File: config.mk
export PLATFORM = sky130hd
export DESIGN_NAME = team_02_wbm_engine_flat
export DESIGN_NICKNAME = d
export VERILOG_FILES = /design/src/rtl/team_02_wbm_pkg.sv /design/src/rtl/team_02_wbm_engine_if.sv /design/src/rtl/team_02_wbm_timeout.sv /design/src/rtl/team_02_wbm_engine.sv /design/src/flat_wrapper.sv
export SDC_FILE = /design/constraint.sdc
export NUM_CORES = 1
export LEC_CHECK = 0
export CORE_MARGIN = 2
export CORE_UTILIZATION = 37
export DETAILED_ROUTE_END_ITERATION = 8
export PLACE_DENSITY = 0.86
export REMOVE_ABC_BUFFERS = 1
export SETUP_SLACK_MARGIN = 0.5
export SYNTH_ARGS = -nofsm -noshare
export SYNTH_HDL_FRONTEND = slang
export SYNTH_HIERARCHICAL = 1
export SYNTH_SLANG_ARGS = --single-unit
File: constraint.sdc
create_clock -name clk -period 1.9 [get_ports clk]
set_input_delay 0.19 -clock clk [delete_from_list [all_inputs] [get_ports clk]]
set_output_delay 0.19 -clock clk [all_outputs]
set_load 0.1 [all_outputs]
File: src/rtl/team_02_wbm_pkg.sv
// Shared types and default sizing for the team_02 Wishbone classic master engine.
package team_02_wbm_pkg;

    // Engine states: waiting for a request, running a bus cycle, presenting a response
    typedef enum logic [1:0] {
        IDLE = 2'd0,
        BUS  = 2'd1,
        RESP = 2'd2
    } wbm_state_t;

    localparam int WBM_ADDR_W      = 32;
    localparam int WBM_DATA_W      = 32;
    localparam int WBM_TIMEOUT_CYC = 255;

endpackage

File: src/rtl/team_02_wbm_engine_if.sv
// Core request/response channel plus Wishbone classic master signals of the engine.
interface team_02_wbm_engine_if
    import team_02_wbm_pkg::*;
#(
    parameter int ADDR_W = WBM_ADDR_W,
    parameter int DATA_W = WBM_DATA_W
);
    // Core-side request channel
    logic                  req_valid;
    logic                  req_ready;
    logic                  req_we;
    logic [ADDR_W-1:0]     req_addr;
    logic [DATA_W-1:0]     req_wdata;
    logic [DATA_W/8-1:0]   req_sel;

    // Core-side response channel
    logic                  rsp_valid;
    logic                  rsp_ready;
    logic [DATA_W-1:0]     rsp_rdata;
    logic                  rsp_err;
    logic                  busy;

    // Wishbone classic master side
    logic [ADDR_W-1:0]     ADR_O;
    logic [DATA_W-1:0]     DAT_O;
    logic [DATA_W/8-1:0]   SEL_O;
    logic                  WE_O;
    logic                  STB_O;
    logic                  CYC_O;
    logic [DATA_W-1:0]     DAT_I;
    logic                  ACK_I;

    // The engine itself
    modport master (
        input  req_valid, req_we, req_addr, req_wdata, req_sel,
        output req_ready,
        output rsp_valid, rsp_rdata, rsp_err, busy,
        input  rsp_ready,
        output ADR_O, DAT_O, SEL_O, WE_O, STB_O, CYC_O,
        input  DAT_I, ACK_I
    );

    // The surroundings: requesting core and Wishbone slave
    modport slave (
        output req_valid, req_we, req_addr, req_wdata, req_sel,
        input  req_ready,
        input  rsp_valid, rsp_rdata, rsp_err, busy,
        output rsp_ready,
        input  ADR_O, DAT_O, SEL_O, WE_O, STB_O, CYC_O,
        output DAT_I, ACK_I
    );

endinterface

File: src/rtl/team_02_wbm_timeout.sv
// Loadable up-counter measuring how long STB_O has waited for ACK_I.
// tc flags the last permitted wait cycle; the count saturates instead of wrapping.
module team_02_wbm_timeout
    import team_02_wbm_pkg::*;
#(
    parameter int TIMEOUT_CYC = WBM_TIMEOUT_CYC,
    parameter int CNT_W       = $clog2(TIMEOUT_CYC + 1)
) (
    input  logic             clk,
    input  logic             nrst,
    input  logic             clr,
    input  logic             load,
    input  logic [CNT_W-1:0] load_value,
    input  logic             en,
    output logic             tc
);

    localparam logic [CNT_W-1:0] TC_VAL  = CNT_W'(TIMEOUT_CYC - 1);
    localparam logic [CNT_W-1:0] CNT_MAX = {CNT_W{1'b1}};

    logic [CNT_W-1:0] count;

    // Clear has priority over load, load over counting; hold at all-ones so it never wraps
    always_ff @(posedge clk or negedge nrst) begin
        if (!nrst) begin
            count <= '0;
        end else if (clr) begin
            count <= '0;
        end else if (load) begin
            count <= load_value;
        end else if (en && (count != CNT_MAX)) begin
            count <= count + 1'b1;
        end
    end

    assign tc = (count == TC_VAL);

endmodule

File: src/rtl/team_02_wbm_engine.sv
// Wishbone classic single-transfer master: one request in, one bus cycle out,
// one response back, with an ACK timeout that aborts a stuck cycle.
module team_02_wbm_engine
    import team_02_wbm_pkg::*;
#(
    parameter int ADDR_W      = WBM_ADDR_W,
    parameter int DATA_W      = WBM_DATA_W,
    parameter int TIMEOUT_CYC = WBM_TIMEOUT_CYC
) (
    input logic                  clk,
    input logic                  nrst,
    team_02_wbm_engine_if.master bus
);

    localparam int SEL_W = DATA_W / 8;
    localparam int CNT_W = $clog2(TIMEOUT_CYC + 1);

    wbm_state_t state;
    logic       accept;
    logic       start_bus;
    logic       tmo_tc;

    assign accept    = (state == IDLE) && bus.req_valid && bus.req_ready;
    assign start_bus = accept && (bus.req_sel != {SEL_W{1'b0}});

    team_02_wbm_timeout #(
        .TIMEOUT_CYC (TIMEOUT_CYC),
        .CNT_W       (CNT_W)
    ) u_timeout (
        .clk        (clk),
        .nrst       (nrst),
        .clr        (start_bus),
        .load       (1'b0),
        .load_value ({CNT_W{1'b0}}),
        .en         (bus.STB_O),
        .tc         (tmo_tc)
    );

    // Transfer FSM; every output is a register updated alongside the state
    always_ff @(posedge clk or negedge nrst) begin
        if (!nrst) begin
            state         <= IDLE;
            bus.req_ready <= 1'b1;
            bus.rsp_valid <= 1'b0;
            bus.rsp_rdata <= '0;
            bus.rsp_err   <= 1'b0;
            bus.busy      <= 1'b0;
            bus.ADR_O     <= '0;
            bus.DAT_O     <= '0;
            bus.SEL_O     <= '0;
            bus.WE_O      <= 1'b0;
            bus.STB_O     <= 1'b0;
            bus.CYC_O     <= 1'b0;
        end else begin
            case (state)
                IDLE: begin
                    if (start_bus) begin
                        bus.ADR_O     <= bus.req_addr[ADDR_W-1:0];
                        bus.DAT_O     <= bus.req_wdata;
                        bus.SEL_O     <= bus.req_sel;
                        bus.WE_O      <= bus.req_we;
                        bus.STB_O     <= 1'b1;
                        bus.CYC_O     <= 1'b1;
                        bus.req_ready <= 1'b0;
                        bus.busy      <= 1'b1;
                        state         <= BUS;
                    end else if (accept) begin
                        // No byte lanes enabled: refuse without touching the bus
                        bus.rsp_valid <= 1'b1;
                        bus.rsp_err   <= 1'b1;
                        bus.rsp_rdata <= '0;
                        bus.req_ready <= 1'b0;
                        bus.busy      <= 1'b1;
                        state         <= RESP;
                    end
                end
                BUS: begin
                    if (bus.ACK_I) begin
                        // ACK beats a simultaneous terminal count
                        bus.STB_O     <= 1'b0;
                        bus.CYC_O     <= 1'b0;
                        bus.rsp_rdata <= bus.WE_O ? '0 : bus.DAT_I;
                        bus.rsp_err   <= 1'b0;
                        bus.rsp_valid <= 1'b1;
                        state         <= RESP;
                    end else if (tmo_tc) begin
                        bus.STB_O     <= 1'b0;
                        bus.CYC_O     <= 1'b0;
                        bus.rsp_rdata <= '0;
                        bus.rsp_err   <= 1'b1;
                        bus.rsp_valid <= 1'b1;
                        state         <= RESP;
                    end
                end
                RESP: begin
                    if (bus.rsp_ready) begin
                        bus.rsp_valid <= 1'b0;
                        bus.req_ready <= 1'b1;
                        bus.busy      <= 1'b0;
                        state         <= IDLE;
                    end
                end
                default: begin
                    state <= IDLE;
                end
            endcase
        end
    end

endmodule

File: src/flat_wrapper.sv
// flat-port wrapper written by rule: the top's interface ports become plain ports
module team_02_wbm_engine_flat import team_02_wbm_pkg::*;
#(
    parameter int ADDR_W      = WBM_ADDR_W,
    parameter int DATA_W      = WBM_DATA_W,
    parameter int TIMEOUT_CYC = WBM_TIMEOUT_CYC
)
  (clk, nrst, bus_req_valid, bus_req_we, bus_req_addr, bus_req_wdata, bus_req_sel, bus_req_ready, bus_rsp_valid, bus_rsp_rdata, bus_rsp_err, bus_busy, bus_rsp_ready, bus_ADR_O, bus_DAT_O, bus_SEL_O, bus_WE_O, bus_STB_O, bus_CYC_O, bus_DAT_I, bus_ACK_I);
  team_02_wbm_engine_if #(.ADDR_W(ADDR_W), .DATA_W(DATA_W)) bus_i ();
  input logic clk;
  input logic nrst;
  input wire logic [$bits(bus_i.req_valid)-1:0] bus_req_valid;
  input wire logic [$bits(bus_i.req_we)-1:0] bus_req_we;
  input wire logic [$bits(bus_i.req_addr)-1:0] bus_req_addr;
  input wire logic [$bits(bus_i.req_wdata)-1:0] bus_req_wdata;
  input wire logic [$bits(bus_i.req_sel)-1:0] bus_req_sel;
  output wire logic [$bits(bus_i.req_ready)-1:0] bus_req_ready;
  output wire logic [$bits(bus_i.rsp_valid)-1:0] bus_rsp_valid;
  output wire logic [$bits(bus_i.rsp_rdata)-1:0] bus_rsp_rdata;
  output wire logic [$bits(bus_i.rsp_err)-1:0] bus_rsp_err;
  output wire logic [$bits(bus_i.busy)-1:0] bus_busy;
  input wire logic [$bits(bus_i.rsp_ready)-1:0] bus_rsp_ready;
  output wire logic [$bits(bus_i.ADR_O)-1:0] bus_ADR_O;
  output wire logic [$bits(bus_i.DAT_O)-1:0] bus_DAT_O;
  output wire logic [$bits(bus_i.SEL_O)-1:0] bus_SEL_O;
  output wire logic [$bits(bus_i.WE_O)-1:0] bus_WE_O;
  output wire logic [$bits(bus_i.STB_O)-1:0] bus_STB_O;
  output wire logic [$bits(bus_i.CYC_O)-1:0] bus_CYC_O;
  input wire logic [$bits(bus_i.DAT_I)-1:0] bus_DAT_I;
  input wire logic [$bits(bus_i.ACK_I)-1:0] bus_ACK_I;
  assign bus_i.req_valid = bus_req_valid;
  assign bus_i.req_we = bus_req_we;
  assign bus_i.req_addr = bus_req_addr;
  assign bus_i.req_wdata = bus_req_wdata;
  assign bus_i.req_sel = bus_req_sel;
  assign bus_req_ready = bus_i.req_ready;
  assign bus_rsp_valid = bus_i.rsp_valid;
  assign bus_rsp_rdata = bus_i.rsp_rdata;
  assign bus_rsp_err = bus_i.rsp_err;
  assign bus_busy = bus_i.busy;
  assign bus_i.rsp_ready = bus_rsp_ready;
  assign bus_ADR_O = bus_i.ADR_O;
  assign bus_DAT_O = bus_i.DAT_O;
  assign bus_SEL_O = bus_i.SEL_O;
  assign bus_WE_O = bus_i.WE_O;
  assign bus_STB_O = bus_i.STB_O;
  assign bus_CYC_O = bus_i.CYC_O;
  assign bus_i.DAT_I = bus_DAT_I;
  assign bus_i.ACK_I = bus_ACK_I;
  team_02_wbm_engine #(.ADDR_W(ADDR_W), .DATA_W(DATA_W), .TIMEOUT_CYC(TIMEOUT_CYC)) u_core (.clk(clk), .nrst(nrst), .bus(bus_i));
endmodule
### Yosys cells after proc, flatten, opt, wreduce, memory -nomap -nowiden

Cells that the tools add are included.

* register bits: 116
* bits of input ports: 106
* output and inout bits: 107
* word-level logic and storage cells: 71

* add/sub/neg operators: 1
* equal/unequal tests: 10
* multiplexer cells: 32
* reduce and logical (&&, ||, !) cells: 16

Operators with widths (number)
* $mux 32: 5
* $pmux 32 s2: 1
* $mux 8: 2
* $mux 1: 13
* $mux 2: 5
* $reduce_and 3->1: 3
* $add 8x1->8 const B: 1
* $eq 8x8->1 const B: 1
* $ne 8x8->1 const B: 1
* $pmux 1 s2: 4
* $pmux 2 s3: 1
* $reduce_bool 2->1: 3
* $reduce_and 5->1: 1
* $logic_and 1x1->1: 4
* $ne 2x1->1 const B: 2
* $ne 2x2->1 const B: 2
* $reduce_and 4->1: 1
* $reduce_bool 4->1: 1
* $ne 3x1->1 const B: 1
* $ne 3x2->1 const B: 1
* $pmux 1 s3: 1
* $reduce_bool 3->1: 1
* $eq 2x1->1 const B: 1
* $eq 2x2->1 const B: 1
* 2 further kinds: 2

### Depth between registers and ports, before layout

* depth after elaboration: 6
* depth in mapped cells: 9
* gate-level depth less buffers: 7

### By module

Netlist, hierarchy kept.

Modules (own cells, without submodules)
* team_02_wbm_engine: instances 1, cells each 253, area an instance 4031.4 um^2, sequential area each 2703.8 um^2
* team_02_wbm_timeout: instances 1, cells each 60, area an instance 560.5 um^2, sequential area each 200.2 um^2

### Worst setup path before layout

No wires, ideal clock.

* path kind: flip-flop to flip-flop
* from: register u_core.bus.req_ready
* to: register u_core.bus.ADR_O[0]
* library setup time: 0.125 ns
* data arrival time: 2.190 ns
* data required time: 1.775 ns
* setup slack: -0.415 ns
* cell stages (with the launch flop): 7
* path buffers: 2
* period minus slack after synthesis: 2.315 ns
* cell sequence: dfstp_2 -> and4bb_2 -> o41ai_4 -> inv_2 -> buf_2 -> buf_2 -> mux2_2

* cells in the longest elaborated chain, start to end: 3

Ends and longest elaborated chain
* start, declared: line team_02_wbm_engine_if.sv:36 `output req_ready,`
* start signal, assigned: line team_02_wbm_engine.sv:43 `bus.req_ready <= 1'b1;`
* start signal, assigned: line team_02_wbm_engine.sv:64 `bus.req_ready <= 1'b0;`
* start signal, assigned: line team_02_wbm_engine.sv:72 `bus.req_ready <= 1'b0;`
* $logic_and 1x1->1: line team_02_wbm_engine.sv:23 `assign accept = (state == IDLE) && bus.req_valid && bus.req_ready;`
* $logic_and 1x1->1: line team_02_wbm_engine.sv:24 `assign start_bus = accept && (bus.req_sel != {SEL_W{1'b0}});`
* $reduce_and 2->1 (no source line)
* end signal, assigned: line team_02_wbm_engine.sv:58 `bus.ADR_O <= bus.req_addr[ADDR_W-1:0];`
* end, declared: line team_02_wbm_engine_if.sv:39 `output ADR_O, DAT_O, SEL_O, WE_O, STB_O, CYC_O,`

No other way between the ends.
A chain may end at the register's enable or synchronous reset.

### Final worst setup path

* from: register u_core.u_timeout.count[0]
* to: register u_core.bus.rsp_rdata[6]

* cells in the longest elaborated chain, start to end: 3

Ends and longest elaborated chain
* start, declared: line team_02_wbm_timeout.sv:21 `logic [CNT_W-1:0] count;`
* start signal, assigned: line team_02_wbm_timeout.sv:30 `count <= load_value;`
* start signal, assigned: line team_02_wbm_timeout.sv:32 `count <= count + 1'b1;`
* $eq 8x8->1: line team_02_wbm_timeout.sv:36 `assign tc = (count == TC_VAL);`
* named net u_core.tmo_tc: line team_02_wbm_engine.sv:21 `logic tmo_tc;`
* $ne 3x2->1 (no source line)
* $reduce_and 4->1 (no source line)
* end signal, assigned: line team_02_wbm_engine.sv:82 `bus.rsp_rdata <= bus.WE_O ? '0 : bus.DAT_I;`
* end, declared: line team_02_wbm_engine_if.sv:37 `output rsp_valid, rsp_rdata, rsp_err, busy,`

The timed path passes the listed nets, and every way through them passes these cells.

==> impl_metrics.env <==
export IMPL_layout_area_overhead_vs_synth_pct=79.8
export IMPL_die_w_um=115
export IMPL_layout_nets=696
export IMPL_yosys_area_top_type_share_pct=62.7
export IMPL_yosys_warnings=6
export IMPL_grt_start_max_net_pins=117
export IMPL_setup_skew_ns=0.00743
export IMPL_met2_routing_resource_usage_after_global_routing_pct=37.7
export IMPL_route_detailed_wl_per_inst_um=19.4
export IMPL_worst_slew_pin_slew_ns=0.634
export IMPL_die_height_um=115
export IMPL_post_route_cells_drive_above_1_share_pct=48.1
export IMPL_setup_violations=0
export IMPL_layout_cell_area_non_filler_sq_um=8250
export IMPL_ctsLongestPathBuffers=2
export IMPL_grtUsageMet1_pct=24.7
export IMPL_drv_max_cap_violation_count=0
export IMPL_drt_drc_violations_left=0
export IMPL_ys_dominant_reg_cell="dfrtp_1"
export IMPL_synth_cell_area_sq_um=4590
export IMPL_worst_hold_path_type="in -> reg"
export IMPL_design_core_area_sq_um=12100
export IMPL_critPathMaxFanout=17
export IMPL_instances_no_fill=769
export IMPL_synthCells=313
export IMPL_yosysSeqAreaShare_pct=63.2
export IMPL_fin_util_pct=68.4
export IMPL_number_of_iterations_in_the_first_detailed_routing_pass=4
export IMPL_drt_iter0_drc=200
export IMPL_synthesized_area_per_cell_sq_um=14.7
export IMPL_globalRoute_totalOverflow=0
export IMPL_synthMostInstantiatedCell="dfrtp_1"
export IMPL_cts_root_buffer="clkbuf_16"
export IMPL_data_arrival_time_at_the_worst_slack_endpoint_ns=2.16
export IMPL_clock_latency_ns=0.40
export IMPL_achievable_frequency_mhz=531
export IMPL_initial_core_util_pct=38.1
export IMPL_num_rows=40
export IMPL_placedCellCount=709
export IMPL_final_period_utilization_pct=99.0
export IMPL_timing_setup_critical_path_class="reg -> reg"
export IMPL_report_final_slew_viol_count=0
export IMPL_cts_max_level=4
export IMPL_first_global_vias=4218
export IMPL_number_of_filler_cells_placed_in_the_layout=805
export IMPL_synth_cell_types=48
export IMPL_clkSinkCount=116
export IMPL_async_flop_share_pct=100
export IMPL_die_area_sq_um=13300
export IMPL_preCtsSetupSlack_ns=-0.190
export IMPL_global_route_wire_length_before_repair_mm=21.9
export IMPL_port_buffers=212
export IMPL_timing_final_hold_violations=0
export IMPL_endpoint_kind="register"
export IMPL_clk_transition_reported_paths_ns=0.05
export IMPL_global_route_peak_usage_layer="met2"
export IMPL_antenna_found_initial=0
export IMPL_fin_ws_ns=0.0183
export IMPL_synth_area_leader_cell="dfrtp_1"
export IMPL_detail_route_wirelength_mm=14.9
export IMPL_post_dp_cell_area_sq_um=6830
export IMPL_relSlewSlack_pct=57.8
export IMPL_synth_ff_latch_count=116
export IMPL_cp_required_ns=2.18
export IMPL_gr_usage_all_layers_pct=21.9
export IMPL_period_minus_slack_ns=1.88
export IMPL_tritoncts="done"
export IMPL_synth_top_cells_by_area="dfrtp_1 (63%), mux2_2 (13%), a22o_1 (6.3%)"
export IMPL_number_of_flops_mapped_to_enable_cells_by_yosys=0
export IMPL_cts_made_buffers=17
export IMPL_worstSetupStartpointType="register"
export IMPL_antenna_cells=0
export IMPL_result_of_the_run="complete, no violations"
export IMPL_grt_setup_unrepaired="yes"
export IMPL_final_antenna_net_count=0
export IMPL_routabilityCongestion=0.744
export IMPL_grt_util_met3_pct=5.59
export IMPL_hpwl_mm=9.00
export IMPL_vias_per_instance=4.93
export IMPL_detailroute_via_count=3792
export IMPL_io_count=213
export IMPL_synthTopCellsByCount="dfrtp_1 (115), mux2_2 (55), a22o_1 (33)"
-- placed cells by master, fill, tap and decap left out, types with 4 or more instances in the layout --
master | Yosys | routed
dfrtp_1 | 115 | 114
buf_6 | 4 | 8
nand2_1 | 11 | 9
clkinv_2 | 0 | 6
clkdlybuf4s50_1 | 0 | 104
clkbuf_16 | 0 | 18
nor2_1 | 10 | 8
buf_12 | 0 | 9
clkbuf_8 | 0 | 4
buf_8 | 0 | 4
a22o_1 | 33 | 33
buf_4 | 2 | 132
inv_1 | 7 | 5
buf_16 | 0 | 6
mux2_4 | 0 | 54
mux2_2 | 55 | 13
conb_1 | 1 | 9
-- registers in the layout, summed over array words and instances (netlist names) --
| register | count |
|---|---|
| u_core/bus.ADR_O | 32 |
| u_core/bus.CYC_O | 1 |
| u_core/bus.DAT_O | 32 |
| u_core/bus.SEL_O | 4 |
| u_core/bus.WE_O | 1 |
| u_core/bus.busy | 1 |
| u_core/bus.req_ready | 1 |
| u_core/bus.rsp_err | 1 |
| u_core/bus.rsp_rdata | 32 |
| u_core/bus.rsp_valid | 1 |
| u_core/state | 2 |
| u_core/u_timeout/count | 8 |
-- through the flow --
step | setup TNS, ns | hold slack [ns]
final | 0 | 0.382
after global routing | -0.556 | 0.381
after CTS | 0 | 0.363
after detailed placement | -9.73 | 0.333
after global placement | -7.71 | 0.320
after floorplan | -101.35 | -0.106
-- logic make-up after synthesis --
family                     after synthesis  share of synthesized area (%)
DFF                                    116                           63.2
muxes                                   69                           16.9
AOI/OAI and AO/OA                       64                           11.9
and+or+nand+nor                         34                           4.06
buffers and inverters                   26                           3.11
adders and majority gates                2                          0.545
other                                    1                         0.0817
xor gates and xnor gates                 1                          0.191
-- worst max-delay path: stages, from the launching register on --
cell,delay [ns]
dfrtp_1,0.39
inv_2,0.09
ha_4,0.13
inv_2,0.04
nor3_4,0.15
o31ai_2,0.10
or3_4,0.41
buf_12,0.18
a22o_1,0.25
-- area by class of cell --
class,instances,area [sq um],area share (%)
flip-flops and latches,116,2910,35.2
repair buffers,265,2560,31.0
multi-input cells,179,1930,23.4
clock buffers,22,484,5.87
well taps,168,210,2.55
clock inverters,10,128,1.55
inverters,9,33.8,0.409
-- timing repair --
item,in CTS,in global routing
hold buffers,1,0
setup buffers,13,7
hold endpoints to repair,115,0
resized for setup,64,51
cloned,6,1
pin swaps,10,3
setup endpoints to repair,115,116
-- final timing paths --
| path | from | endpoint | depth (start not counted) | slack (ns) |
|---|---|---|---|---|
| max | u_core/u_timeout/count[0] | u_core/bus.rsp_rdata[6] | 8 | 0.02 |
| min | bus_DAT_I[23] | u_core/bus.rsp_rdata[23] | 2 | 0.38 |
| max reg2reg | u_core/u_timeout/count[0] | u_core/bus.rsp_rdata[6] | 8 | 0.02 |
| min reg2reg | u_core/bus.busy | u_core/bus.busy | 1 | 0.48 |
| max in group asynchronous | nrst | u_core/u_timeout/count[1] | 3 | 0.99 |
| min in group asynchronous | nrst | u_core/bus.SEL_O[0] | 3 | 0.41 |
-- layer usage --
metal / wire length (um) / share of wire (%) / vias to the layer above
li1: - / - / 1695
met1: 5580 / 37 / 1901
met2: 8070 / 54 / 148
met3: 661 / 4.4 / 48
met4: 575 / 3.9 / 0
met5: 0 / 0 / -
Power is not shown: default switching activity piles up to over one toggle a cycle in this logic, so the estimate is an artifact.
